$ cat src/rtl/cpm_sequencer_if.sv
// CPM sequencer pin bundle: power-management side (START/results)
// and CPM macro side (scan chain, launch/capture clocks, TDC word).
interface cpm_sequencer_if;
    logic        START;
    logic [1:4]  CFG_S;
    logic [1:16] CPM_OUT;
    logic        SC_DIN;
    logic        SC_CLK;
    logic        SC_LEN;
    logic        CPL_CLK;
    logic        TDC_CLK;
    logic        BUSY;
    logic        DONE;
    logic [4:0]  AVG_CODE;
    logic [4:0]  MIN_CODE;
    logic [4:0]  MAX_CODE;
    logic        SAT_LO;
    logic        SAT_HI;
    logic        BUBBLE;

    modport master (
        output START,
        output CFG_S,
        output CPM_OUT,
        input  SC_DIN,
        input  SC_CLK,
        input  SC_LEN,
        input  CPL_CLK,
        input  TDC_CLK,
        input  BUSY,
        input  DONE,
        input  AVG_CODE,
        input  MIN_CODE,
        input  MAX_CODE,
        input  SAT_LO,
        input  SAT_HI,
        input  BUBBLE
    );

    modport slave (
        input  START,
        input  CFG_S,
        input  CPM_OUT,
        output SC_DIN,
        output SC_CLK,
        output SC_LEN,
        output CPL_CLK,
        output TDC_CLK,
        output BUSY,
        output DONE,
        output AVG_CODE,
        output MIN_CODE,
        output MAX_CODE,
        output SAT_LO,
        output SAT_HI,
        output BUBBLE
    );
endinterface

$ cat src/rtl/cpm_sequencer.sv
// Critical Path Monitor burst sequencer: scan-loads the path select,
// runs NUM_MEAS launch/capture cycles and reports avg/min/max codes.
module cpm_sequencer #(
    parameter int LOG2_MEAS = 2,
    parameter int CAP_DLY   = 4,
    parameter int SETTLE    = 8
) (
    input logic            CLK,
    input logic            RST,
    cpm_sequencer_if.slave bus
);

    localparam int NUM_MEAS = 1 << LOG2_MEAS;
    localparam int SW       = 5 + LOG2_MEAS;
    localparam int MW       = LOG2_MEAS + 1;
    localparam int CMAX_A   = (CAP_DLY > 8) ? CAP_DLY : 8;
    localparam int CMAX     = (SETTLE > CMAX_A) ? SETTLE : CMAX_A;
    localparam int CW       = $clog2(CMAX + 1);

    typedef enum logic [2:0] {
        ST_IDLE,
        ST_SHIFT,
        ST_LATCH,
        ST_LAUNCH,
        ST_CAPTURE,
        ST_SAMPLE,
        ST_SETTLE,
        ST_DONE
    } state_t;

    state_t          state_q;
    state_t          state_d;
    logic [CW-1:0]   cnt_q;
    logic [CW-1:0]   cnt_d;
    logic [MW-1:0]   meas_q;
    logic [MW-1:0]   meas_d;
    logic [1:4]      cfg_q;
    logic [1:4]      cfg_d;

    logic [SW-1:0]   sum_q;
    logic [4:0]      min_q;
    logic [4:0]      max_q;
    logic            lo_q;
    logic            hi_q;
    logic            bub_q;

    logic [4:0]      code;
    logic            bub_c;
    logic            seen0;

    logic            sc_din_d;
    logic            sc_clk_d;
    logic            sc_len_d;
    logic            cpl_d;
    logic            tdc_d;
    logic            busy_d;
    logic            done_d;

    logic            sc_din_q;
    logic            sc_clk_q;
    logic            sc_len_q;
    logic            cpl_q;
    logic            tdc_q;
    logic            busy_q;
    logic            done_q;
    logic [4:0]      avg_o;
    logic [4:0]      min_o;
    logic [4:0]      max_o;
    logic            sat_lo_o;
    logic            sat_hi_o;
    logic            bubble_o;

    // Thermometer decode: leading run of ones from bit 1, plus bubble detect.
    always_comb begin
        code  = 5'd0;
        bub_c = 1'b0;
        seen0 = 1'b0;
        for (int i = 1; i <= 16; i++) begin
            if (bus.CPM_OUT[i]) begin
                if (seen0) begin
                    bub_c = 1'b1;
                end else begin
                    code = code + 5'd1;
                end
            end else begin
                seen0 = 1'b1;
            end
        end
    end

    // Sequencer state, cycle counter, measurement index and captured select.
    always_ff @(posedge CLK or posedge RST) begin
        if (RST) begin
            state_q <= ST_IDLE;
            cnt_q   <= '0;
            meas_q  <= '0;
            cfg_q   <= '0;
        end else begin
            state_q <= state_d;
            cnt_q   <= cnt_d;
            meas_q  <= meas_d;
            cfg_q   <= cfg_d;
        end
    end

    // Next state plus the pin values for the cycle being entered.
    always_comb begin
        state_d  = state_q;
        cnt_d    = cnt_q;
        meas_d   = meas_q;
        cfg_d    = cfg_q;
        sc_din_d = 1'b0;
        sc_clk_d = 1'b0;
        sc_len_d = 1'b0;
        cpl_d    = 1'b0;
        tdc_d    = 1'b0;
        done_d   = 1'b0;

        unique case (state_q)
            ST_IDLE: begin
                if (bus.START) begin
                    state_d = ST_SHIFT;
                    cnt_d   = '0;
                    meas_d  = '0;
                    cfg_d   = bus.CFG_S;
                end
            end
            ST_SHIFT: begin
                if (cnt_q == CW'(7)) begin
                    state_d = ST_LATCH;
                    cnt_d   = '0;
                end else begin
                    cnt_d = cnt_q + CW'(1);
                end
            end
            ST_LATCH: begin
                state_d = ST_LAUNCH;
                cnt_d   = '0;
            end
            ST_LAUNCH: begin
                if (cnt_q == CW'(CAP_DLY - 1)) begin
                    state_d = ST_CAPTURE;
                    cnt_d   = '0;
                end else begin
                    cnt_d = cnt_q + CW'(1);
                end
            end
            ST_CAPTURE: begin
                state_d = ST_SAMPLE;
            end
            ST_SAMPLE: begin
                state_d = ST_SETTLE;
                cnt_d   = '0;
            end
            ST_SETTLE: begin
                if (cnt_q == CW'(SETTLE - 1)) begin
                    cnt_d = '0;
                    if (meas_q == MW'(NUM_MEAS - 1)) begin
                        state_d = ST_DONE;
                    end else begin
                        state_d = ST_LAUNCH;
                        meas_d  = meas_q + MW'(1);
                    end
                end else begin
                    cnt_d = cnt_q + CW'(1);
                end
            end
            ST_DONE: begin
                state_d = ST_IDLE;
            end
            default: begin
                state_d = ST_IDLE;
            end
        endcase

        unique case (state_d)
            ST_SHIFT: begin
                sc_clk_d = cnt_d[0];
                unique case (cnt_d[2:1])
                    2'd0: sc_din_d = cfg_d[4];
                    2'd1: sc_din_d = cfg_d[3];
                    2'd2: sc_din_d = cfg_d[2];
                    2'd3: sc_din_d = cfg_d[1];
                endcase
            end
            ST_LATCH: begin
                sc_len_d = 1'b1;
            end
            ST_LAUNCH: begin
                cpl_d = 1'b1;
            end
            ST_CAPTURE: begin
                cpl_d = 1'b1;
                tdc_d = 1'b1;
            end
            ST_DONE: begin
                done_d = 1'b1;
            end
            default: begin
            end
        endcase

        busy_d = (state_d != ST_IDLE);
    end

    // Fold each sampled TDC code into the running sum, min, max and flags.
    always_ff @(posedge CLK or posedge RST) begin
        if (RST) begin
            sum_q <= '0;
            min_q <= '0;
            max_q <= '0;
            lo_q  <= 1'b0;
            hi_q  <= 1'b0;
            bub_q <= 1'b0;
        end else if (state_q == ST_SAMPLE) begin
            if (meas_q == '0) begin
                sum_q <= SW'(code);
                min_q <= code;
                max_q <= code;
                lo_q  <= (code == 5'd0);
                hi_q  <= (code == 5'd16);
                bub_q <= bub_c;
            end else begin
                sum_q <= sum_q + SW'(code);
                min_q <= (code < min_q) ? code : min_q;
                max_q <= (code > max_q) ? code : max_q;
                lo_q  <= lo_q | (code == 5'd0);
                hi_q  <= hi_q | (code == 5'd16);
                bub_q <= bub_q | bub_c;
            end
        end
    end

    // Registered pins; results refresh only on entry to the DONE cycle.
    always_ff @(posedge CLK or posedge RST) begin
        if (RST) begin
            sc_din_q <= 1'b0;
            sc_clk_q <= 1'b0;
            sc_len_q <= 1'b0;
            cpl_q    <= 1'b0;
            tdc_q    <= 1'b0;
            busy_q   <= 1'b0;
            done_q   <= 1'b0;
            avg_o    <= '0;
            min_o    <= '0;
            max_o    <= '0;
            sat_lo_o <= 1'b0;
            sat_hi_o <= 1'b0;
            bubble_o <= 1'b0;
        end else begin
            sc_din_q <= sc_din_d;
            sc_clk_q <= sc_clk_d;
            sc_len_q <= sc_len_d;
            cpl_q    <= cpl_d;
            tdc_q    <= tdc_d;
            busy_q   <= busy_d;
            done_q   <= done_d;
            if (done_d) begin
                avg_o    <= 5'(sum_q >> LOG2_MEAS);
                min_o    <= min_q;
                max_o    <= max_q;
                sat_lo_o <= lo_q;
                sat_hi_o <= hi_q;
                bubble_o <= bub_q;
            end
        end
    end

    assign bus.SC_DIN   = sc_din_q;
    assign bus.SC_CLK   = sc_clk_q;
    assign bus.SC_LEN   = sc_len_q;
    assign bus.CPL_CLK  = cpl_q;
    assign bus.TDC_CLK  = tdc_q;
    assign bus.BUSY     = busy_q;
    assign bus.DONE     = done_q;
    assign bus.AVG_CODE = avg_o;
    assign bus.MIN_CODE = min_o;
    assign bus.MAX_CODE = max_o;
    assign bus.SAT_LO   = sat_lo_o;
    assign bus.SAT_HI   = sat_hi_o;
    assign bus.BUBBLE   = bubble_o;

endmodule

$ cat src/flat_wrapper.sv
// flat-port wrapper written by rule: the top's interface ports become plain ports
module cpm_sequencer_flat 
#(
    parameter int LOG2_MEAS = 2,
    parameter int CAP_DLY   = 4,
    parameter int SETTLE    = 8
)
  (CLK, RST, bus_START, bus_CFG_S, bus_CPM_OUT, bus_SC_DIN, bus_SC_CLK, bus_SC_LEN, bus_CPL_CLK, bus_TDC_CLK, bus_BUSY, bus_DONE, bus_AVG_CODE, bus_MIN_CODE, bus_MAX_CODE, bus_SAT_LO, bus_SAT_HI, bus_BUBBLE);
  cpm_sequencer_if bus_i ();
  input logic CLK;
  input logic RST;
  input wire logic [$bits(bus_i.START)-1:0] bus_START;
  input wire logic [$bits(bus_i.CFG_S)-1:0] bus_CFG_S;
  input wire logic [$bits(bus_i.CPM_OUT)-1:0] bus_CPM_OUT;
  output wire logic [$bits(bus_i.SC_DIN)-1:0] bus_SC_DIN;
  output wire logic [$bits(bus_i.SC_CLK)-1:0] bus_SC_CLK;
  output wire logic [$bits(bus_i.SC_LEN)-1:0] bus_SC_LEN;
  output wire logic [$bits(bus_i.CPL_CLK)-1:0] bus_CPL_CLK;
  output wire logic [$bits(bus_i.TDC_CLK)-1:0] bus_TDC_CLK;
  output wire logic [$bits(bus_i.BUSY)-1:0] bus_BUSY;
  output wire logic [$bits(bus_i.DONE)-1:0] bus_DONE;
  output wire logic [$bits(bus_i.AVG_CODE)-1:0] bus_AVG_CODE;
  output wire logic [$bits(bus_i.MIN_CODE)-1:0] bus_MIN_CODE;
  output wire logic [$bits(bus_i.MAX_CODE)-1:0] bus_MAX_CODE;
  output wire logic [$bits(bus_i.SAT_LO)-1:0] bus_SAT_LO;
  output wire logic [$bits(bus_i.SAT_HI)-1:0] bus_SAT_HI;
  output wire logic [$bits(bus_i.BUBBLE)-1:0] bus_BUBBLE;
  assign bus_i.START = bus_START;
  assign bus_i.CFG_S = bus_CFG_S;
  assign bus_i.CPM_OUT = bus_CPM_OUT;
  assign bus_SC_DIN = bus_i.SC_DIN;
  assign bus_SC_CLK = bus_i.SC_CLK;
  assign bus_SC_LEN = bus_i.SC_LEN;
  assign bus_CPL_CLK = bus_i.CPL_CLK;
  assign bus_TDC_CLK = bus_i.TDC_CLK;
  assign bus_BUSY = bus_i.BUSY;
  assign bus_DONE = bus_i.DONE;
  assign bus_AVG_CODE = bus_i.AVG_CODE;
  assign bus_MIN_CODE = bus_i.MIN_CODE;
  assign bus_MAX_CODE = bus_i.MAX_CODE;
  assign bus_SAT_LO = bus_i.SAT_LO;
  assign bus_SAT_HI = bus_i.SAT_HI;
  assign bus_BUBBLE = bus_i.BUBBLE;
  cpm_sequencer #(.LOG2_MEAS(LOG2_MEAS), .CAP_DLY(CAP_DLY), .SETTLE(SETTLE)) u_core (.CLK(CLK), .RST(RST), .bus(bus_i));
endmodule
$ cat config.mk
export PLATFORM = sky130hd
export DESIGN_NAME = cpm_sequencer_flat
export DESIGN_NICKNAME = d
export VERILOG_FILES = /design/src/rtl/cpm_sequencer_if.sv /design/src/rtl/cpm_sequencer.sv /design/src/flat_wrapper.sv
export SDC_FILE = /design/constraint.sdc
export NUM_CORES = 1
export LEC_CHECK = 0
export BUFFER_PORTS_ARGS = -buffer_cell sky130_fd_sc_hd__buf_2
export CORE_ASPECT_RATIO = 0.75
export CORE_UTILIZATION = 39
export DETAILED_ROUTE_END_ITERATION = 16
export MAX_ROUTING_LAYER = met4
export PLACE_DENSITY = 0.67
export SYNTH_ARGS = -nofsm -noshare
export SYNTH_HDL_FRONTEND = slang
export SYNTH_SLANG_ARGS = --single-unit
$ cat constraint.sdc
create_clock -name CLK -period 2.9 [get_ports CLK]
set_input_delay 0.87 -clock CLK [delete_from_list [all_inputs] [get_ports CLK]]
set_output_delay 0.87 -clock CLK [all_outputs]
set_load 0.02 [all_outputs]
==> run metrics, run 1 <==
outcome complete, but fails checks; failing checks negative setup slack; Critical Path RT 3.11 ns; GRT Total Usage 24.38%; Clock Path Buffers 2; FF+latch count, synth 59; Max Freq 108.8 MHz; cells after synthesis 569; DR pass1 iterations 4; initial antenna violation count 0; final core utilization 61.40%; H-tree depth 3; pre-CTS setup slack -6.630 ns; largest fanout on the critical path 3; global route overflow 0; number of global-route vias before repair 4941; post-route worst setup slack -6.295 ns; area delta synth->final 50.06%; Final min period 9.195 ns; Sequential Power Share 29.3%; DR DRC count 0; Cell Rows 34; Final Skew 0.006058 ns; combinational family with the most area after synthesis simple AND/OR/NAND/NOR gates; register area share after synthesis 30.40%; Starting Density 40.91%; mapped cell area 4856 sq um; crit path launch bus_CPM_OUT[15]; met2 Use GR 37.20%; gr busiest metal met2; met3 Use GR 5.103%; Synth area leader dfrtp_1; Endpoint, Worst Hold u_core.bus.BUBBLE$_DFFE_PP0P_; fin crit share 317.1%; # clock sinks 59; internal power 2.692 mW; combinational fraction of design power 43.0%; IO Port Bufs 47; RR Startpoint u_core.cnt_q[0]$_DFF_PP0_; routability cong. 0.9444; DIE AREA 12910 sq um; Core Region 11870 sq um; Clk pwr share 27.7%; CTS Root Cell clkbuf_16; per-cell routed wire length 15.49 um; Syn. warnings 0; Reg-to-Reg End u_core.bus.AVG_CODE[0]$_DFFE_PP0P_; cell with the most instances after synthesis nand2_1; crit end category register; RSZ-0062 raised after global routing true; Die W 130.8 um; crit-path max cell delay 0.33 ns; ANT cells 0; largest net degree at the start of global routing 25; final setup violating endpoints 19; CTS Buf Count 9; Synth area leaders dfrtp_1 30%, ha_1 9.5%, nand2_1 6.4%; max-cap violations 0; Net Sw Frac 35.33%; grt met1 use 32.67%; reg2reg setup slack 0.30 ns; Setup TNS -108.76 ns; Synth cell types 75; Lkg Pwr 3.443 nW; Syn Area/Cell 8.534 sq um; mux contribution to synthesized area 7.292%; worst reg2reg path depth 9; CP Launch Type input pin; Top FF cell, synth dfrtp_1; routed wire length 14490 um; share of cells above drive strength 1 40.83%; Post-Synth Adder-Cell Area 10.15%; Power Dens Cells 571.3 nW/um^2; Psw 1.471 mW; Post-Synth XOR/XNOR Area 5.772%; Chip Height 98.64 um; synth cell count leaders 83 x nand2_1, 59 x dfrtp_1, 44 x o21ai_0, 40 x nor2_1, 37 x ha_1; # IOs 48; DR iter-0 viols 342; post-route ant nets 0; WHS Path Cells 2; Compound-Gate Fraction of Synth Area 19.12%; CP max-delay cell a211o_1; Worst Setup Path Type in -> reg; first-pass GRT wire length 23920 um; synthesized net count 630; Worst slew margin 47.20%; Worst Hold Class reg -> reg; worst-margin pin slew 0.7903 ns; CP arrival 9.41 ns; Post-Synth Simple-Gate Area 23.47%; detailed-route via count 5056; CTS tree built; final hold violations 0; top-area cell type share of the netlist area 30.40%; CTS clk-pin slew, worst paths 0.05 ns; Nets 830; CP most frequent cell buf_4; EDFF count, synth 0; ys async rst share 100.0%; max-slew violation count 0; drt via density 5.402; Clock Latency Late Sink 0.33 ns; Worst Hold Launch u_core.bus.BUBBLE$_DFFE_PP0P_; Peak VDD IR 0.4663 mV; post-DP HPWL 10620 um
## metrics by stage
stage | instances | hold WS, ns | cell area [sq um] | total power, mW
finish | 936 | 0.4677 | 7287 | 4.163
CTS | 928 | 0.4714 | 7173 | 4.120
global route | 936 | 0.4978 | 7287 | 4.449
global placement | 885 | 0.4538 | 6332 | 2.737
detailed placement | 885 | 0.4586 | 6332 | 2.807
floorplan | 569 | 0.4386 | 5016 | 2.272
## cell usage in the layout (no fill, tap or decap), types with 10 or more instances in the layout
| master | netlist | routed |
|---|---|---|
| buf_4 | 0 | 147 |
| nand2_1 | 83 | 77 |
| dfrtp_1 | 59 | 59 |
| buf_2 | 3 | 45 |
| nor2_1 | 40 | 34 |
| o21ai_0 | 44 | 29 |
| ha_1 | 37 | 27 |
| inv_1 | 27 | 25 |
| a21oi_1 | 28 | 23 |
| buf_6 | 0 | 16 |
| nand3_1 | 17 | 14 |
| mux2i_1 | 14 | 12 |
| nor2b_1 | 13 | 12 |
| mux2_2 | 17 | 11 |
| o21ai_1 | 3 | 11 |
| nor3_1 | 11 | 10 |
## registers in the layout (all words and copies together), names as in the netlist, 3 cells and up
| name | cells |
|---|---|
| u_core.bus.AVG_CODE | 5 |
| u_core.meas_q | 3 |
| u_core.bus.MAX_CODE | 5 |
| u_core.state_q | 3 |
| u_core.cfg_q | 4 |
| u_core.cnt_q | 4 |
| u_core.max_q | 5 |
| u_core.min_q | 5 |
| u_core.bus.MIN_CODE | 5 |
| u_core.sum_q | 7 |
## repair_timing
action,in CTS,in global routing
setup buffers,31,9
hold buffers,0,0
pin swaps,23,20
setup endpoints to repair,19,37
resized for setup,69,13
## power groups by stage
stage | Combinational (mW) | Clock [mW] | Sequential (mW)
2_1_floorplan | 0.973 | 0 | 1.30
3_3_place_gp | 1.53 | 0 | 1.21
5_1_grt | 1.98 | 1.22 | 1.25
6_report | 1.79 | 1.16 | 1.22
4_1_cts | 1.72 | 1.18 | 1.22
3_5_place_dp | 1.59 | 0 | 1.22
## logic make-up (layout without fill, tap and decap cells)
kind of cell,after synthesis,in the layout
simple gates,226,226
compound gates,142,142
flops,59,59
buf+inv,48,253
fa+ha+maj,39,39
mux,32,32
xor+xnor,23,23
## worst max-delay path, delay by kind of cell
kind | cells | cell delay (ns)
AO/OA/AOI/OAI | 13 | 2.05
buffers and inverters | 15 | 1.85
XOR/XNOR | 4 | 0.74
adder cells (fa/ha/maj) | 8 | 1.98
multiplexers | 5 | 1.01
AND/OR/NAND/NOR | 10 | 0.91
## layout make-up
cell class	count	area [sq um]
fill	959	4582
multi-input combinational	462	3636
timing repair buffer	210	1539
sequential	59	1476
clock buffer	12	256.5
tap	162	202.7
inverter	27	103.9
clock inverter	4	72.57
## worst max-delay path by stage
| stage | slack, ns | end |
|---|---|---|
| 3_3_place_gp | -6.28 | u_core.min_q[0]$_DFFE_PP0P_ |
| 5_1_grt | -6.69 | u_core.min_q[0]$_DFFE_PP0P_ |
| 3_5_place_dp | -6.63 | u_core.min_q[4]$_DFFE_PP0P_ |
| 4_1_cts | -6.09 | u_core.min_q[4]$_DFFE_PP0P_ |
| 2_1_floorplan | -6.07 | u_core.min_q[0]$_DFFE_PP0P_ |
| 6_report | -6.30 | u_core.min_q[4]$_DFFE_PP0P_ |
## metal layers
layer,wire length (um),vias up
met4,203,0
met5,0,-
met1,6882,2427
met2,6701,155
met3,706,26
li1,-,2448
No activity file was read; power rests on OpenSTA's default activity.
==> run 2, diff against run 1 <==
BUFFER_PORTS_ARGS = -buffer_cell sky130_fd_sc_hd__buf_4   (was -buffer_cell sky130_fd_sc_hd__buf_2)
==> run 2 against run 1 <==
  * Combinational power about the same
  * First-iteration DRC count grew 5.0%
  * Wire length is 2.0% higher
  * Total power decreased by 1.2%
  * Final cell count increased by 0.43%
  * Global-route usage down 0.36 points
  * Clock power shrank 7%
  * Worst hold slack better by 0.0062 ns
  * Die area did not move
  * Sequential power about the same
  * The run still ends with negative setup slack left
  * Count of clock-buffer cells in the layout decreased by 3
==> run metrics, run 2 (synthesis results as in run 1) <==
wire length on met2 6788 um; max-cap violations 0; post-route ant nets 0; Final min period 9.273 ns; Core Region 11870 sq um; per-cell routed wire length 15.73 um; crit end category register; CP most frequent cell ha_1; Clock Latency Late Sink 0.34 ns; Area after DPL 6455 sq um; CTS clk-pin slew, worst paths 0.05 ns; Starting Density 40.91%; outcome complete, but fails checks; CP arrival 9.49 ns; CP max-delay cell or4_4; crit-path max cell delay 0.45 ns; final hold slack 0.4739 ns; Lkg Pwr 3.459 nW; Critical Path RT 3.12 ns; CTS Buf Count 9; # IOs 48; largest net degree at the start of global routing 60; most flop-heavy register u_core.sum_q; failing checks negative setup slack; Nets 834; CP Capture Point u_core.max_q[3]$_DFFE_PP0P_; Clock Path Buffers 2; global route overflow 0; cell family with most CP delay adder cells; first-pass GRT wire length 23550 um; most frequent cells in the layout 188 x buf_4, 82 x nand2_1, 59 x dfrtp_1; Worst Setup Path Type in -> reg; final core utilization 62.05%; routed wire length 14790 um; drt via density 5.373; Worst slew margin 50.80%; post-route worst setup slack -6.373 ns; design area 7365 sq um; RSZ-0062 raised after global routing true; reg2reg setup slack 0.31 ns; crit path launch bus_CPM_OUT[15]; area delta synth->final 51.66%; Setup TNS -111.25 ns; Worst Hold Class reg -> reg; Peak VDD IR 0.6159 mV; DR iter-0 viols 359; Die W 130.8 um; final hold violations 0; share of cells above drive strength 1 40.23%; max reg flops 7; Worst Hold Launch u_core.bus.MAX_CODE[0]$_DFFE_PP0P_; CP Launch Type input pin; most common cell after layout, fill and taps aside buf_4; ANT cells 0; Max Freq 107.8 MHz; Chip Height 98.64 um; initial antenna violation count 0; GRT Total Usage 24.01%; max-slew violation count 0; # clock sinks 59; Cell Rows 34; worst-margin pin slew 0.7380 ns; DIE AREA 12910 sq um; CTS Root Cell clkbuf_16; Levels on crit path 52; DR top layer met4; CTS tree built; H-tree depth 3; largest fanout on the critical path 3; routed wl met3 738 um; Power Dens Cells 558.2 nW/um^2; RR Startpoint u_core.cnt_q[0]$_DFF_PP0_; WL met1 6970 um; Final Skew 0.007271 ns; fin crit share 319.8%; worst reg2reg path depth 10; routability cong. 0.9418; final setup violating endpoints 20; detailed-route via count 5051; Reg-to-Reg End u_core.bus.AVG_CODE[4]$_DFFE_PP0P_; DR pass1 iterations 5; Buf/Inv on CP 3; post-DP HPWL 10650 um; IO Port Bufs 47; number of global-route vias before repair 4859; DR DRC count 0
[run 2: cell count changes in the layout (fill, tap and decap cells not counted), sizes merged]
| cell | before | now |
|---|---|---|
| inv | 27 | 29 |
| bufinv | 2 | 1 |
| clkinv | 1 | 2 |
| clkbuf | 12 | 9 |
| clkinvlp | 1 | 2 |
| buf | 210 | 214 |
[run 2: layer usage]
metal	vias up	GRT usage [%]
li1	2448	-
met1	2421	32.36
met5	-	-
met3	33	4.235
met4	0	7.692
met2	149	36.39
[run 2: how the worst min path moves through the flow]
| stage | end | slack (ns) | cells after the start |
|---|---|---|---|
| after floorplan | u_core.bub_q$_DFFE_PP0P_ | 0.44 | 2 |
| after global placement | u_core.bus.BUBBLE$_DFFE_PP0P_ | 0.46 | 2 |
| after detailed placement | u_core.bus.MAX_CODE[0]$_DFFE_PP0P_ | 0.47 | 2 |
| after CTS | u_core.max_q[4]$_DFFE_PP0P_ | 0.48 | 2 |
| after global routing | u_core.bus.MAX_CODE[0]$_DFFE_PP0P_ | 0.51 | 2 |
| final | u_core.bus.MAX_CODE[0]$_DFFE_PP0P_ | 0.47 | 2 |
[run 2: timing repair]
| action | CTS | global route |
|---|---|---|
| resized for setup | 28 | 43 |
| pin swaps | 14 | 20 |
| setup buffers | 20 | 23 |
| setup endpoints to repair | 19 | 38 |
| hold buffers | 0 | 0 |
[run 2: final cells by class]
type                       count  area [sq um]
clock buffer                   9         225.2
tap                          162         202.7
timing repair buffer         214          1720
inverter                      27         103.9
fill                         985          4504
multi-input combinational    462          3560
sequential                    59          1476
clock inverter                 7         76.32
[run 2: power breakdown]
part | internal, mW | switching, mW | total (mW)
clock network | 0.669 | 0.406 | 1.08
registers | 1.06 | 0.164 | 1.23
logic | 0.866 | 0.941 | 1.81
total | 2.60 | 1.51 | 4.11
[run 2: stage by stage]
step	power, mW	setup WS, ns	std cells
floorplan	2.272	-6.072	569
global placement	2.802	-6.247	884
detailed placement	2.882	-6.727	884
CTS	4.036	-6.223	920
global route	4.390	-6.711	940
finish	4.111	-6.373	940
[run 2: tightest hold or removal path, cell delays in order (launching register included)]
cell and delay (ns):
dfrtp_1 0.34, nand2_1 0.05, nand2_1 0.05
==> run 3, diff against run 2 <==
CORE_UTILIZATION = 30   (was 39)
GPL_TIMING_DRIVEN = 0   (was default)
PLACE_DENSITY = 0.56   (was 0.67)
==> run 3 against run 2 <==
  * The run still ends with negative setup slack left
  * Combinational power fell by 5%
  * Clock skew decreased by 0.0011 ns
  * Final cell count decreased by 5.1%
  * Flip-flop and latch count unchanged
  * Critical path type unchanged
  * Largest cell class unchanged
==> run metrics, run 3 (synthesis results as in run 1) <==
final setup violating endpoints 18; final hold slack 0.4746 ns; worst-margin pin slew 1.001 ns; CTS tree built; CP max-delay cell or4_4; most common cell after layout, fill and taps aside buf_4; Clock Latency Late Sink 0.33 ns; Worst slew margin 32.67%; RSZ-0062 raised after global routing true; RR Startpoint u_core.state_q[0]$_DFF_PP0_; Max Freq 107.6 MHz; max-slew violation count 0; Peak VDD IR 0.4088 mV; Post-CTS Hold Fix Bufs 0; CTS clk-pin slew, worst paths 0.05 ns; # clock sinks 59; DR pass1 iterations 5; DR DRC count 0; failing checks negative setup slack; # IOs 48; per-cell routed wire length 14.71 um; initial antenna violation count 0; Nets 743; post-route ant nets 0; outcome complete, but fails checks; detailed-route via count 4587; DR iter-0 viols 333; GRT Total Usage 16.90%; CTS Root Cell clkbuf_16; Die W 148.9 um; design area 6690 sq um; non-filler cells, final 892; max-cap violations 0; routed wire length 13120 um; Lkg Pwr 2.969 nW; final core utilization 43.11%; CTS Buf Count 9; CP arrival 9.51 ns; max reg flops 7; total power 3.956 mW; Critical Path RT 3.11 ns; Core Region 15520 sq um; routability cong. 0.8379; ANT cells 0; Final min period 9.293 ns; area delta synth->final 37.77%; first-pass GRT wire length 21820 um; global route overflow 0; largest fanout on the critical path 6; cell family with most CP delay adder cells; H-tree depth 3; Reg-to-Reg End u_core.bus.AVG_CODE[4]$_DFFE_PP0P_; number of global-route vias before repair 4471; post-route worst setup slack -6.393 ns; CP Launch Type input pin; final hold violations 0; reg2reg setup slack 0.32 ns; Worst Hold Launch u_core.bus.BUBBLE$_DFFE_PP0P_; share of cells above drive strength 1 30.86%; Power Dens Cells 591.3 nW/um^2; most frequent cells in the layout 91 x buf_4, 81 x nand2_1, 59 x dfrtp_1; fin crit share 320.5%; Clock Path Buffers 2; CP most frequent cell ha_1; DIE AREA 16700 sq um; Starting Density 31.29%; crit-path max cell delay 0.54 ns; crit end category register; IO Port Bufs 43; dpl cells 818; Buf/Inv on CP 2; post-DP HPWL 9323 um; drt via density 5.142; most flop-heavy register u_core.sum_q; Cell Rows 39; largest net degree at the start of global routing 34; Worst Setup Path Type in -> reg; worst reg2reg path depth 10; Endpoint, Worst Hold u_core.bus.BUBBLE$_DFFE_PP0P_; Final Skew 0.006157 ns; WHS Path Cells 2; Area after DPL 5615 sq um; Worst Hold Class reg -> reg; Chip Height 112.2 um
## run 3: worst max-delay path by stage
stage	start	endpoint	slack, ns	cells after the start
after floorplan	bus_CPM_OUT[15]	u_core.min_q[0]$_DFFE_PP0P_	-6.07	50
after global placement	bus_CPM_OUT[15]	u_core.min_q[0]$_DFFE_PP0P_	-6.98	50
after detailed placement	bus_CPM_OUT[15]	u_core.min_q[4]$_DFFE_PP0P_	-7.19	50
after CTS	bus_CPM_OUT[15]	u_core.min_q[4]$_DFFE_PP0P_	-6.22	51
after global routing	bus_CPM_OUT[15]	u_core.min_q[4]$_DFFE_PP0P_	-6.86	51
final	bus_CPM_OUT[15]	u_core.min_q[4]$_DFFE_PP0P_	-6.39	51
## run 3: final cells by class
class,instances,area (sq um)
timing repair buffer,103,839.6
inverter,27,106.4
buffer,20,95.09
tap,205,256.5
fill,1474,8827
clock inverter,5,36.28
multi-input combinational,462,3627
sequential,59,1476
clock buffer,11,252.7
## run 3: metrics by stage
stage	setup TNS (ns)	setup WS (ns)
after floorplan	-101.36	-6.072
after global placement	-132.04	-6.978
after detailed placement	-124.90	-7.192
after CTS	-107.19	-6.222
after global routing	-120.21	-6.860
final	-111.50	-6.393
## run 3: metal layers
layer	GRT usage (%)	share of wire (%)	vias to the layer above
li1	-	-	2271
met1	23.08	49	2188
met5	-	0	-
met2	25.67	45	115
met3	3.415	5.6	13
met4	3.673	0.67	0
## run 3: power breakdown
group	internal [mW]	total (mW)	switching, mW	leakage, nW
Sequential	1.07	1.21	0.150	0.729
Clock	0.625	1.02	0.391	0.134
Combinational	0.796	1.72	0.929	2.11
## run 3: tightest hold or removal path, stage by stage, from the launching register on
cell and delay (ns):
dfrtp_1 0.34, nand2_1 0.05, nand2_1 0.05
## run 3: timing repair
action,4_1_cts,5_1_grt
setup buffers,42,19
pin swaps,25,25
resized for setup,45,34
endpoints found under the setup margin,33,38
